<file path="config.mk">
export PLATFORM = sky130hd
export DESIGN_NAME = branch_cond_sequencer
export DESIGN_NICKNAME = d
export VERILOG_FILES = /design/src/rtl/branch_cond_sequencer.sv
export SDC_FILE = /design/constraint.sdc
export NUM_CORES = 1
export LEC_CHECK = 0
export CORE_UTILIZATION = 43
export DETAILED_ROUTE_END_ITERATION = 10
export GPL_TIMING_DRIVEN = 0
export HOLD_SLACK_MARGIN = 0.03
export PLACE_DENSITY = 0.94
export SYNTH_ARGS = -nofsm -noshare
export SYNTH_HDL_FRONTEND = slang
export SYNTH_SLANG_ARGS = --single-unit
export TNS_END_PERCENT = 1
</file>
<file path="constraint.sdc">
create_clock -name Clk -period 6.5 [get_ports Clk]
set_input_delay 1.3 -clock Clk [delete_from_list [all_inputs] [get_ports Clk]]
set_output_delay 1.3 -clock Clk [all_outputs]
set_load 0.1 [all_outputs]
</file>
<file path="src/rtl/branch_cond_sequencer.sv">
// branch_cond_sequencer
// Runs one conditional-branch evaluation per accepted start. It requests the shared
// BUS, has the register file drive Ra onto it for one cycle, tests Ra against the
// captured IR condition field and reports the result on con_q and pc_load. If the
// arbiter never grants the bus, the request is abandoned and the sticky timeout is set.
module branch_cond_sequencer #(
    parameter int DATA_WIDTH     = 32,
    parameter int COND_LSB       = 19,
    parameter int TIMEOUT_CYCLES = 16
) (
    input  logic                  Clk,
    input  logic                  Reset,
    input  logic                  start,
    input  logic [DATA_WIDTH-1:0] IR,
    input  logic                  bus_gnt,
    input  logic [DATA_WIDTH-1:0] BUS,
    output logic                  bus_req,
    output logic                  reg_out,
    output logic                  con_q,
    output logic                  pc_load,
    output logic                  busy,
    output logic                  done,
    output logic                  timeout
);

    localparam int CNT_W = $clog2(TIMEOUT_CYCLES + 1);
    localparam logic [CNT_W-1:0] CNT_LAST = CNT_W'(TIMEOUT_CYCLES - 1);

    // Condition codes held in IR[COND_LSB+1:COND_LSB].
    typedef enum logic [1:0] {
        COND_ZR = 2'b00,  // brzr: Ra == 0
        COND_NZ = 2'b01,  // brnz: Ra != 0
        COND_PL = 2'b10,  // brpl: Ra >= 0
        COND_MI = 2'b11   // brmi: Ra <  0
    } cond_t;

    typedef enum logic [2:0] {
        S_IDLE,
        S_REQ,
        S_READ,
        S_EVAL,
        S_COMMIT,
        S_TOUT
    } state_t;

    state_t                state;
    state_t                state_next;
    cond_t                 cond_q;
    logic [DATA_WIDTH-1:0] data_q;
    logic [CNT_W-1:0]      cnt_q;
    logic                  accept;
    logic                  gnt_expired;
    logic                  flag;
    logic                  unused_ir;

    // Only the condition field of IR matters; the rest is consumed here on purpose.
    assign unused_ir = ^IR;

    assign accept      = (state == S_IDLE) && start;
    assign gnt_expired = (state == S_REQ) && !bus_gnt && (cnt_q == CNT_LAST);

    // State register; Reset aborts any operation on the same edge.
    always_ff @(posedge Clk) begin
        // NOTE: sequential state uses non-blocking assignments so every register
        // samples the pre-edge values, independent of block ordering.
        if (Reset) begin
            state <= S_IDLE;
        end else begin
            state <= state_next;
        end
    end

    // Next-state logic.
    always_comb begin
        // NOTE: a default assignment on entry means no path leaves state_next
        // unassigned, so no latch is inferred.
        state_next = state;
        unique case (state)
            S_IDLE:   if (start) state_next = S_REQ;
            S_REQ: begin
                if (bus_gnt)          state_next = S_READ;
                else if (gnt_expired) state_next = S_TOUT;
            end
            S_READ:   state_next = S_EVAL;
            S_EVAL:   state_next = S_COMMIT;
            S_COMMIT: state_next = S_IDLE;
            S_TOUT:   state_next = S_IDLE;
            default:  state_next = S_IDLE;
        endcase
    end

    // Outputs decode the state register only, so no input reaches them combinationally.
    always_comb begin
        bus_req = (state == S_REQ) || (state == S_READ);
        reg_out = (state == S_READ);
        busy    = (state != S_IDLE);
        done    = (state == S_COMMIT) || (state == S_TOUT);
        pc_load = (state == S_COMMIT) && con_q;
    end

    // Branch condition applied to the captured Ra value.
    always_comb begin
        flag = 1'b0;
        unique case (cond_q)
            COND_ZR: flag = (data_q == '0);
            COND_NZ: flag = (data_q != '0);
            COND_PL: flag = !data_q[DATA_WIDTH-1];
            COND_MI: flag = data_q[DATA_WIDTH-1];
            default: flag = 1'b0;
        endcase
    end

    // Control registers: condition capture, grant-wait counter, branch flag, timeout.
    // timeout and con_q update on the edge into TOUT so they are visible alongside done.
    always_ff @(posedge Clk) begin
        if (Reset) begin
            cond_q  <= COND_ZR;
            cnt_q   <= '0;
            con_q   <= 1'b0;
            timeout <= 1'b0;
        end else begin
            if (accept) begin
                cond_q  <= cond_t'(IR[COND_LSB +: 2]);
                cnt_q   <= '0;
                timeout <= 1'b0;
            end else if ((state == S_REQ) && !bus_gnt) begin
                cnt_q <= cnt_q + CNT_W'(1);
            end

            if (state == S_EVAL) begin
                con_q <= flag;
            end

            if (gnt_expired) begin
                timeout <= 1'b1;
                con_q   <= 1'b0;
            end
        end
    end

    // Ra capture while the register file drives the BUS.
    always_ff @(posedge Clk) begin
        // NOTE: the data register has no reset; it is always written in READ before
        // EVAL consumes it, so its power-up value is never observed.
        if (state == S_READ) begin
            data_q <= BUS;
        end
    end

endmodule
</file>
Word-level counts from Yosys, hierarchy flattened --
Cells that the tools add are included.
Storage, ports and cells: bits in registers 44, bits in latches 0, memory bits (writable) 0, memory bits (read-only) 0, bits of input ports 68, output and inout bits 7, logic and storage cells 42, memories 0
Operators by class: add/subtract/negate cells 1, $mul 0, div/mod/pow operators 0, $lt $le $gt $ge 0, equal/unequal tests 11, shift-type cells 0, muxes and demuxes 7, bitwise logic cells 0, reduce and logical (&&, ||, !) cells 17
Operators with widths (count):
- $logic_not 32->1 | 1
- $reduce_bool 32->1 | 1
- $pmux 3 s4 | 1
- $mux 3 | 3
- $eq 3x2->1 const B | 2
- $eq 3x3->1 const B | 2
- $add 5x1->5 const B | 1
- $eq 5x4->1 const B | 1
- $eq 2x2->1 const B | 2
- $logic_and 1x1->1 | 4
- $pmux 1 s4 | 1
- $reduce_or 2->1 | 2
- $eq 3x1->1 const B | 1
- $logic_not 3->1 | 1
- $ne 3x3->1 const B | 1
- $reduce_bool 3->1 | 1
- $eq 2x1->1 const B | 1
- $logic_not 1->1 | 2
- $logic_not 2->1 | 1
- $logic_or 1x1->1 | 2
- $mux 1 | 2
- $ne 2x2->1 const B | 1
- $reduce_and 2->1 | 1
- $reduce_bool 2->1 | 1

Depth between registers and ports, before layout --
depth after elaboration 6, mapped depth 6, gate-level depth less buffers 6

Least setup slack after synthesis --
OpenSTA, ideal clock, no wires.
path type flip-flop to output port, start register state[0], end output port reg_out, arrival 3.130 ns, data required time 5.200 ns, slack 2.070 ns, cell stages (with the launch flop) 3, buffers on the path 0, cell sequence dfxtp_1 > nand2b_1 > nor2_1
On the way: longest elaborated chain between the ends 1
RTL lines:
- from (decl) | RTL line 46 | state_t state;
- from (signal assigned) | RTL line 69 | state <= state_next;
- $eq 3x2->1 | RTL line 95 | reg_out = (state == S_READ);
- to (decl) | RTL line 18 | output logic reg_out,
Every way passes these cells.

Worst setup path after layout --
start register state[1], end output port reg_out
Same word-level chain as after synthesis.

==> out/results.ini <==
[run_status]
status=finished clean

[worst_setup_path]
required_ns=5.20
path_buf_inv=2
slowest_stage=clkdlybuf4s50_1
crit_arrival_ns=2.83
cpPeakStageDelay_ns=1.16
end_kind=output pin
critPathTopFamily=buffers and inverters
worstSetupPathType=reg2out
crit_chain=nand2b_1, nor2_2, buf_8, clkdlybuf4s50_1
crit_fanout=23
cp-start-kind=flop

[synth]
ys_seq_area_frac=0.7471
syn_avg_cell_area_um2=14.89
synth_cell_types=31
synth_flop_cell=edfxtp_1
netlist.top_cell.by_area=edfxtp_1
synthTopCellsByCount=edfxtp_1 (32), dfxtp_1 (12), nor2_1 (11)
yosysWarnings=0
postSynth.asyncResetShare=0
yosysTopAreaCellShare=0.5977
yosysMostFrequentCell=edfxtp_1
synthCells=108
ys_ff_latch=44
synth_edf_count=32
synth_nets=178
syn_area_um2=1608
synth_area_leaders=edfxtp_1 (60%), dfxtp_1 (15%), nor4_1 (2.7%)

[final_layout]
nFillCells=244
design_area_um2=2225
postLayoutCoreUtil=0.6414
fin_cells=206
nets=229
num_antenna_cells=0
drive_above_1_share=0.08750
area_growth_pct=38.37

[sta]
drv_slew=0
timing.final.crit_share=0.6356
setup_violations=0
fin_setup_tns_ns=0
max_freq_mhz=242.0
relSlewSlack=0.3428
fin_ws_ns=2.368
period_needed_ns=4.132
hold_viol=0
grt_setup_unrepaired=false
worstMarginPinSlew_ns=0.9827
hold_slack_ns=0.5176
finalClockSkew_ns=0.003468

[global_route]
grt_max_degree=24
grtUsageTotal=0.1558
antenna_found_initial=0
grt_pass1_wl_um=4636
grt_pass1_vias=1045
grt_overflow_total=0

[pwr]
p_total_mw=0.5899
p_per_area_nw_per_um2=265.1
p_leak_nw=0.7520
irDropWorstVdd_mv=0.1907

[die]
core_um2=3468
die_height_um=63.15
die_area_um2=3987
num_rows=21
floorplan.initialDensity=0.4636
die_w_um=63.15
ios=75

[clock_tree]
post_cts_buffers=0
cts_buffers=5
clockRootBuffer=clkbuf_8
cts_max_path_buffers=2
cts.repair.resized=0
htree_num_levels=2
clkTransAtPathRegs_ns=0.08
cts_tree=done
clock_sinks=44
insertion_delay_ns=0.29
holdBufCountCts=0

[routing]
drc=0
first_pass_iters=4
via_per_inst=4.995
vias=1029
routed_wl_um=2829
avgRoutedWirePerCell_um=13.73
drtIter0Drc=17
ant_nets=0

[min_path]
min_path_type=reg2reg

[place]
dp.cells=198
gp_congestion=0.7717
placed_cell_area_um2=2113
port-buffer-count=43
dpl.hpwl_um=2184
post-place-ws_ns=2.684

[flow_run]
max_cap_viol_count=0

==> metal layers <==
metal,up-vias,global-route usage,share of wire,routed length [um]
met3,5,0.05435,0.061,173
met5,-,0,0,0
met4,0,0.06395,0.014,39
li1,509,-,-,-
met2,40,0.2513,0.51,1452
met1,475,0.1892,0.41,1164
==> cell families (layout without fill, tap and decap cells) <==
family / count (synthesis) / in the layout / synth area share
compound gates: 10 / 10 / 0.03891
xor+xnor: 3 / 3 / 0.01635
fa+ha+maj: 2 / 2 / 0.01556
buf+inv: 4 / 56 / 0.01011
flops: 44 / 44 / 0.7471
mux: 4 / 4 / 0.02568
simple gates: 41 / 41 / 0.1463
==> worst reg2reg max path, delay by kind of cell (launching register included) <==
family          cells  cell delay (ns)
flops               1             0.37
compound gates      1             0.13
simple gates        3             0.80
mux                 1             0.37
==> flip-flops by register name (all words and copies together) (netlist names) <==
register / count
data_q: 32
cnt_q: 5
state: 3
cond_q: 2
con_q: 1
timeout: 1
==> worst paths after layout <==
kind / from / endpoint / slack (ns) / cells after the start
worst min-delay path: cnt_q[4]$_SDFFE_PP0P_ / cnt_q[4]$_SDFFE_PP0P_ / 0.52 / 2
worst min register to register: cnt_q[4]$_SDFFE_PP0P_ / cnt_q[4]$_SDFFE_PP0P_ / 0.52 / 2
worst max register to register: data_q[3]$_DFFE_PN_ / con_q$_SDFFE_PP0P_ / 4.76 / 5
worst max-delay path: state[1]$_SDFFE_PP0P_ / reg_out / 2.37 / 4
==> final cells by class <==
cell class	count	area, um2	share of cell area
Clock buffer	5	68.82	0.03093
Sequential cell	44	1201	0.5399
Inverter	2	7.507	0.003375
Timing Repair Buffer	44	445.4	0.2002
Tap cell	46	57.56	0.02587
Buffer	2	8.758	0.003937
Clock inverter	3	42.54	0.01912
Multi-Input combinational cell	60	392.9	0.1766
==> report_power, final <==
group	switching (mW)	internal (mW)	leakage, nW	total [mW]
sequential	0.00582	0.312	0.388	0.318
clock	0.0893	0.114	0.0558	0.203
combinational	0.0369	0.0317	0.308	0.0685
==> layout by cell type (no fill, tap or decap), drive strengths merged, types with 2 or more instances in the layout <==
cell,count
xor2,2
ha,2
inv,2
a211oi,2
nand2b,3
edfxtp,32
a21oi,4
mux2i,3
buf,3
clkdlybuf4s50,43
nor3,6
nor2b,2
nand4,3
clkbuf,5
dfxtp,12
nor2,12
nor4,7
clkinv,2
nand2,3
No activity file was read; power rests on OpenSTA's default activity.
